## config.mk

```make
export PLATFORM = sky130hd
export DESIGN_NAME = config_loader
export DESIGN_NICKNAME = d
export VERILOG_FILES = /design/src/rtl/config_loader.sv
export SDC_FILE = /design/constraint.sdc
export NUM_CORES = 1
export LEC_CHECK = 0
export BUFFER_PORTS_ARGS = -buffer_cell sky130_fd_sc_hd__buf_2
export CAP_MARGIN = 10
export CORE_UTILIZATION = 25
export CTS_CLUSTER_SIZE = 20
export DETAILED_ROUTE_END_ITERATION = 6
export PLACE_DENSITY_LB_ADDON = 0.1
export SLEW_MARGIN = 0
export SYNTH_ARGS = -nofsm -noshare
export SYNTH_HDL_FRONTEND = slang
export SYNTH_SLANG_ARGS = --single-unit
```

## constraint.sdc

```tcl
create_clock -name clk -period 8.9 [get_ports clk]
set_input_delay 1.335 -clock clk [delete_from_list [all_inputs] [get_ports clk]]
set_output_delay 1.335 -clock clk [all_outputs]
set_load 0.01 [all_outputs]
```

## src/rtl/config_loader.sv

```systemverilog
`default_nettype none
// ---------------------------------------------------------------------------
// config_loader: buffers host config packets and sequences the mesh load/run phases.
// Optional LOADER_TIMEOUT_EN aborts a LOAD stalled on an empty FIFO.  Rev 1.0
// ---------------------------------------------------------------------------
module config_loader #(
    parameter int          FIFO_DEPTH     = 8,
    parameter int          DRAIN_CYCLES   = 8,
    parameter int          ENTRY_PORT     = 0,
    parameter logic [47:0] BUBBLE         = 48'h0,
    parameter int          TIMEOUT_CYCLES = 1024
) (
    input  logic        clk,
    input  logic        reset,
    input  logic        start,
    input  logic [15:0] run_cycles,
    input  logic        cfg_valid,
    output logic        cfg_ready,
    input  logic [47:0] cfg_data,
    input  logic        cfg_last,
    output logic        load,
    output logic [1:0]  in_flag,
    output logic [47:0] out_config,
    output logic        busy,
    output logic        done,
    output logic        error
);

    localparam int AW = $clog2(FIFO_DEPTH);
    localparam int DW = $clog2(DRAIN_CYCLES + 1);
    localparam logic [DW-1:0] c_drain_last = DW'(DRAIN_CYCLES - 1);

    if (FIFO_DEPTH < 2 || (FIFO_DEPTH & (FIFO_DEPTH - 1)) != 0 ||
        DRAIN_CYCLES < 1 || TIMEOUT_CYCLES < 1) begin : g_param_check
        $error("config_loader: unsupported parameter values");
    end

    typedef enum logic [2:0] {
        ST_IDLE  = 3'd0,
        ST_LOAD  = 3'd1,
        ST_DRAIN = 3'd2,
        ST_RUN   = 3'd3,
        ST_DONE  = 3'd4
    } state_t;

    state_t          r_state;
    state_t          w_next;
    logic [48:0]     r_mem [FIFO_DEPTH];
    logic [AW:0]     r_wr_ptr;
    logic [AW:0]     r_rd_ptr;
    logic            r_last_seen;
    logic [DW-1:0]   r_drain_cnt;
    logic [15:0]     r_run_left;
    logic [47:0]     r_out_config;
    logic            r_error;
    logic            w_empty;
    logic            w_full;
    logic            w_push;
    logic            w_pop;
    logic [48:0]     w_head;
    logic            w_err_set;
    logic            w_timeout;

    // Extra pointer MSB distinguishes full from empty when the indices match.
    assign w_empty = (r_wr_ptr == r_rd_ptr);
    assign w_full  = (r_wr_ptr[AW] != r_rd_ptr[AW]) &&
                     (r_wr_ptr[AW-1:0] == r_rd_ptr[AW-1:0]);
    assign w_head  = r_mem[r_rd_ptr[AW-1:0]];

    assign cfg_ready = reset && ((r_state == ST_IDLE) || (r_state == ST_LOAD)) &&
                       !w_full && !r_last_seen;
    assign w_push    = cfg_valid && cfg_ready;
    assign w_pop     = (r_state == ST_LOAD) && !w_empty;

    assign load       = (r_state == ST_LOAD) || (r_state == ST_DRAIN);
    assign in_flag    = load ? 2'(ENTRY_PORT) : 2'd0;
    assign busy       = (r_state != ST_IDLE) && (r_state != ST_DONE);
    assign done       = (r_state == ST_DONE);
    assign out_config = r_out_config;
    assign error      = r_error;

`ifdef LOADER_TIMEOUT_EN
    localparam int TW = $clog2(TIMEOUT_CYCLES + 1);
    localparam logic [TW-1:0] c_to_last = TW'(TIMEOUT_CYCLES - 1);
    logic [TW-1:0] r_to_cnt;

    // Counts consecutive empty LOAD cycles; any pop leaves LOAD-empty and clears it.
    always_ff @(posedge clk) begin
        if (!reset) begin
            r_to_cnt <= '0;
        end else if ((r_state == ST_LOAD) && w_empty) begin
            r_to_cnt <= r_to_cnt + TW'(1);
        end else begin
            r_to_cnt <= '0;
        end
    end

    assign w_timeout = (r_state == ST_LOAD) && w_empty && (r_to_cnt == c_to_last);
`else
    assign w_timeout = 1'b0;
`endif

    always_ff @(posedge clk) begin
        if (w_push) begin
            r_mem[r_wr_ptr[AW-1:0]] <= {cfg_last, cfg_data};
        end
    end

    always_ff @(posedge clk) begin
        if (!reset || w_timeout) begin
            r_wr_ptr <= '0;
            r_rd_ptr <= '0;
        end else begin
            if (w_push) r_wr_ptr <= r_wr_ptr + (AW+1)'(1);
            if (w_pop)  r_rd_ptr <= r_rd_ptr + (AW+1)'(1);
        end
    end

    always_ff @(posedge clk) begin
        if (!reset) begin
            r_state <= ST_IDLE;
        end else begin
            r_state <= w_next;
        end
    end

    always_comb begin
        w_next    = r_state;
        w_err_set = 1'b0;
        case (r_state)
            ST_IDLE: begin
                if (start) begin
                    if (w_empty && !r_last_seen) begin
                        w_next    = ST_DRAIN;
                        w_err_set = 1'b1;
                    end else begin
                        w_next = ST_LOAD;
                    end
                end
            end
            ST_LOAD: begin
                if (w_pop && w_head[48]) begin
                    w_next = ST_DRAIN;
                end else if (w_timeout) begin
                    w_next    = ST_DONE;
                    w_err_set = 1'b1;
                end
            end
            ST_DRAIN: begin
                if (r_drain_cnt == c_drain_last) w_next = ST_RUN;
            end
            ST_RUN: begin
                if (r_run_left <= 16'd1) w_next = ST_DONE;
            end
            ST_DONE: w_next = ST_IDLE;
            default: w_next = ST_IDLE;
        endcase
    end

    always_ff @(posedge clk) begin
        if (!reset) begin
            r_last_seen  <= 1'b0;
            r_drain_cnt  <= '0;
            r_run_left   <= '0;
            r_out_config <= BUBBLE;
            r_error      <= 1'b0;
        end else begin
            if (r_state == ST_DONE) begin
                r_last_seen <= 1'b0;
            end else if (w_push && cfg_last) begin
                r_last_seen <= 1'b1;
            end
            r_drain_cnt  <= (r_state == ST_DRAIN) ? r_drain_cnt + DW'(1) : '0;
            // run_cycles of 0 and 1 both give a single RUN cycle.
            if ((r_state == ST_IDLE) && start) begin
                r_run_left <= run_cycles;
            end else if ((r_state == ST_RUN) && (r_run_left != 16'd0)) begin
                r_run_left <= r_run_left - 16'd1;
            end
            r_out_config <= w_pop ? w_head[47:0] : BUBBLE;
            r_error      <= r_error | w_err_set;
        end
    end

endmodule
`default_nettype wire

```

==> metrics.cfg <==
[status]
run_status = complete, no violations

[hold_path]
timing.hold.worst_path_depth = 1
hold_path_end = r_drain_cnt[0]$_SDFF_PN0_
hold_class = reg -> reg
hold_start = r_drain_cnt[0]$_SDFF_PN0_

[global_routing]
total_global_routing_overflow = 0
global_route.usage.total_pct = 11.6
first_global_vias = 9341
grt_pass1_wl_microns = 61200
grt_max_degree = 62
antenna_violations_before_repair = 7

[finish]
insertedDiodeCount = 0
post_route_cells_drive_above_1_share_pct = 31.5
flow.area_growth_from_synthesis_pct = 19.8
finalNetCount = 1121
final-instance-count-excl-fill = 2033
final_core_util_pct = 30.3

[yosys]
async_reset_ff_share_pct = 0
synth_warnings = 0
synth.cell_area_sq_um = 17800
synthTopCellsByCount = 392 x sky130_fd_sc_hd__edfxtp_1, 98 x sky130_fd_sc_hd__mux4_2, 84 x sky130_fd_sc_hd__dfxtp_1
synthDominantAreaCellType = sky130_fd_sc_hd__edfxtp_1
yosysMostFrequentCell = sky130_fd_sc_hd__edfxtp_1
synth-edff-count = 392
netlist_top_cells_area = sky130_fd_sc_hd__edfxtp_1 66%, sky130_fd_sc_hd__mux4_2 12%, sky130_fd_sc_hd__dfxtp_1 9.5%, sky130_fd_sc_hd__mux2i_1 2.9%, sky130_fd_sc_hd__nor2_1 1.4%
post_synth_top_flop = sky130_fd_sc_hd__edfxtp_1
synth_top_cell_area_share_pct = 66.3
synthDistinctLibCells = 55
ys_seq_elements = 476
syn_inst = 901
synth_sequential_area_ratio_pct = 75.7
synthesis.area_per_instance_sq_um = 19.7

[setup_path]
crit_chain = buf_2 > inv_2 > nor4_1 > and2_1 > buf_2
r2r_end = r_state[0]$_SDFFE_PN0P_
cell_with_the_biggest_individual_delay_on_the_critical_path = sky130_fd_sc_hd__nor4_1
worst-r2r-setup-slack_ns = 5.83
timing.critical_path.required_ns = 7.57
criticalPathCategory = in -> out
worstSetupStartpointType = primary input
cp_common_cell = sky130_fd_sc_hd__buf_2
worst_path_max_stage_delay_ns = 0.34
cp_data_arrival_time_ns = 2.64
reg2regPathDepth = 6
start_point_of_the_critical_path = reset
timing.critical_path.fanout_max = 17
crit_end_element = output port

[die]
die_w_microns = 269
coreArea_sq_um = 70100
initial_cell_density_of_the_core_pct = 25.3
io-pin-count = 124
floorplan_die_height_microns = 269
rows = 97
dieArea_sq_um = 72100

[power]
clock_power_share_pct = 44.1
irDropWorstVdd_uv = 126
power_frac_seq_pct = 49.7
powerDensity_nw_per_um2 = 238
total_switching_power_uw = 1160
sw_ratio_pct = 22.9
power.share.combinational_pct = 6.2
p_int_uw = 3900
total_leakage_power_uw = 0.00679

[clock_tree]
clock-sinks = 476
worstSkewPairLatency_ns = 0.62
post_cts_hold_buffer_count = 0
path_clk_slew_ns = 0.06
clk_path_buf_depth = 3
cts_repair_resizes = 0
numCtsBuffers = 55
tritoncts = built
number_of_buffers_added_for_setup_after_cts = 0
cts_root_buf = sky130_fd_sc_hd__clkbuf_16
clock_tree.htree_level_count = 2

[sta]
timing.fmax_ghz = 0.252
layout_worst_path_cycle_share_pct = 44.6
clock-skew-final_ns = 0.0263
finalSetupTns_ns = 0
worst_slew_margin_relative_to_its_limit_pct = 29.3
finalCriticalPeriod_ns = 3.97
final-max-slew-violation-count = 0
finalWorstSetupSlack_ns = 4.93
finalHoldViolCount = 0
rsz_0062_raised_after_global_routing = false
worstMarginPinSlew_ns = 1.06
number_of_setup_violations_in_the_final_report = 0

[placement]
dp.final_hpwl_microns = 22400
place.gp.congestion = 0.690
io_buffer_count = 121
pre_cts_ws_ns = 4.71
dpl.cell_count = 1929

[routing]
drcViolationCount = 0
sum_of_routed_wire_length_over_all_layers_microns = 40700
dr.first_iter.drc_count = 383
routed_wirelength_normalized_by_instance_count_microns = 20.0
drtPass1Iterations = 4
detail-route-antenna-nets = 0
post_drt_via_cell_ratio = 4.21
num_vias = 8554

[flow_run]
maxCapViolCount = 0

==> worst max-delay path, delay by kind of cell <==
kind,cells,cell delay (ns)
buffers and inverters,3,0.64
and+or+nand+nor,2,0.64
==> flip-flops by register name (all words and copies together), names as in the netlist, named ones only <==
register and flops:
r_state 3, r_mem 392, error 1, r_rd_ptr 4, r_wr_ptr 4, r_drain_cnt 4
r_run_left 16, out_config 48, r_last_seen 1
==> how the worst max path moves through the flow <==
stage	endpoint	slack (ns)	cells past startpoint
floorplan	r_mem[1][0]$_DFFE_PP_	1.25	4
global placement	r_mem[5][19]$_DFFE_PP_	4.80	7
detailed placement	r_mem[5][17]$_DFFE_PP_	4.71	7
CTS	cfg_ready	4.86	5
global route	cfg_ready	4.70	5
finish	cfg_ready	4.93	5
==> through the flow <==
step	hold slack, ns	instance area (sq um)	total power, uW
after floorplan	0.418	17800	2760
after global placement	0.432	19500	2880
after detailed placement	0.440	19500	2880
after CTS	0.454	21300	5160
after global routing	0.473	21300	5260
final	0.451	21300	5060
==> layer usage <==
layer	global-route usage, %	wire length, microns	vias up
li1	-	-	3910
met1	14.5	17700	4427
met2	19.7	20400	134
met3	2.54	1620	75
met4	4.02	954	8
met5	0	49	-
==> power by group through the flow <==
stage / Combinational (uW) / Sequential (uW) / Clock (uW)
final: 313 / 2510 / 2230
after CTS: 325 / 2510 / 2320
after detailed placement: 323 / 2560 / 0
after global routing: 351 / 2520 / 2390
after global placement: 323 / 2560 / 0
after floorplan: 218 / 2550 / 0
==> cell families after synthesis <==
kind of cell	after synthesis	share of synthesized area, %
fa+ha+maj	6	0.423
mux	150	15.4
xor+xnor	23	1.13
other cells	1	0.0211
buf+inv	56	1.45
compound gates	48	1.78
simple gates	141	4.11
flops	476	75.7
==> layout by cell type (no fill, tap or decap), drive strengths merged, types with 7 or more instances in the layout <==
cell      n
a21oi    13
buf     134
clkbuf   72
clkinv   23
dfxtp    84
edfxtp  392
inv      10
mux2i    51
mux4     98
nand2    11
nand3    11
nand4     7
nor2     70
nor3     10
o21ai    14
xnor2     8
xor2     15
==> area by class of cell <==
| cell class | instances | area [sq um] |
|---|---|---|
| clock buffer | 72 | 1460 |
| clock inverter | 32 | 335 |
| fill | 6931 | 48900 |
| inverter | 9 | 33.8 |
| multi-input combinational | 370 | 4100 |
| sequential | 476 | 13500 |
| tap | 940 | 1180 |
| timing repair buffer | 134 | 703 |
Power figures use the tool's default switching activity.
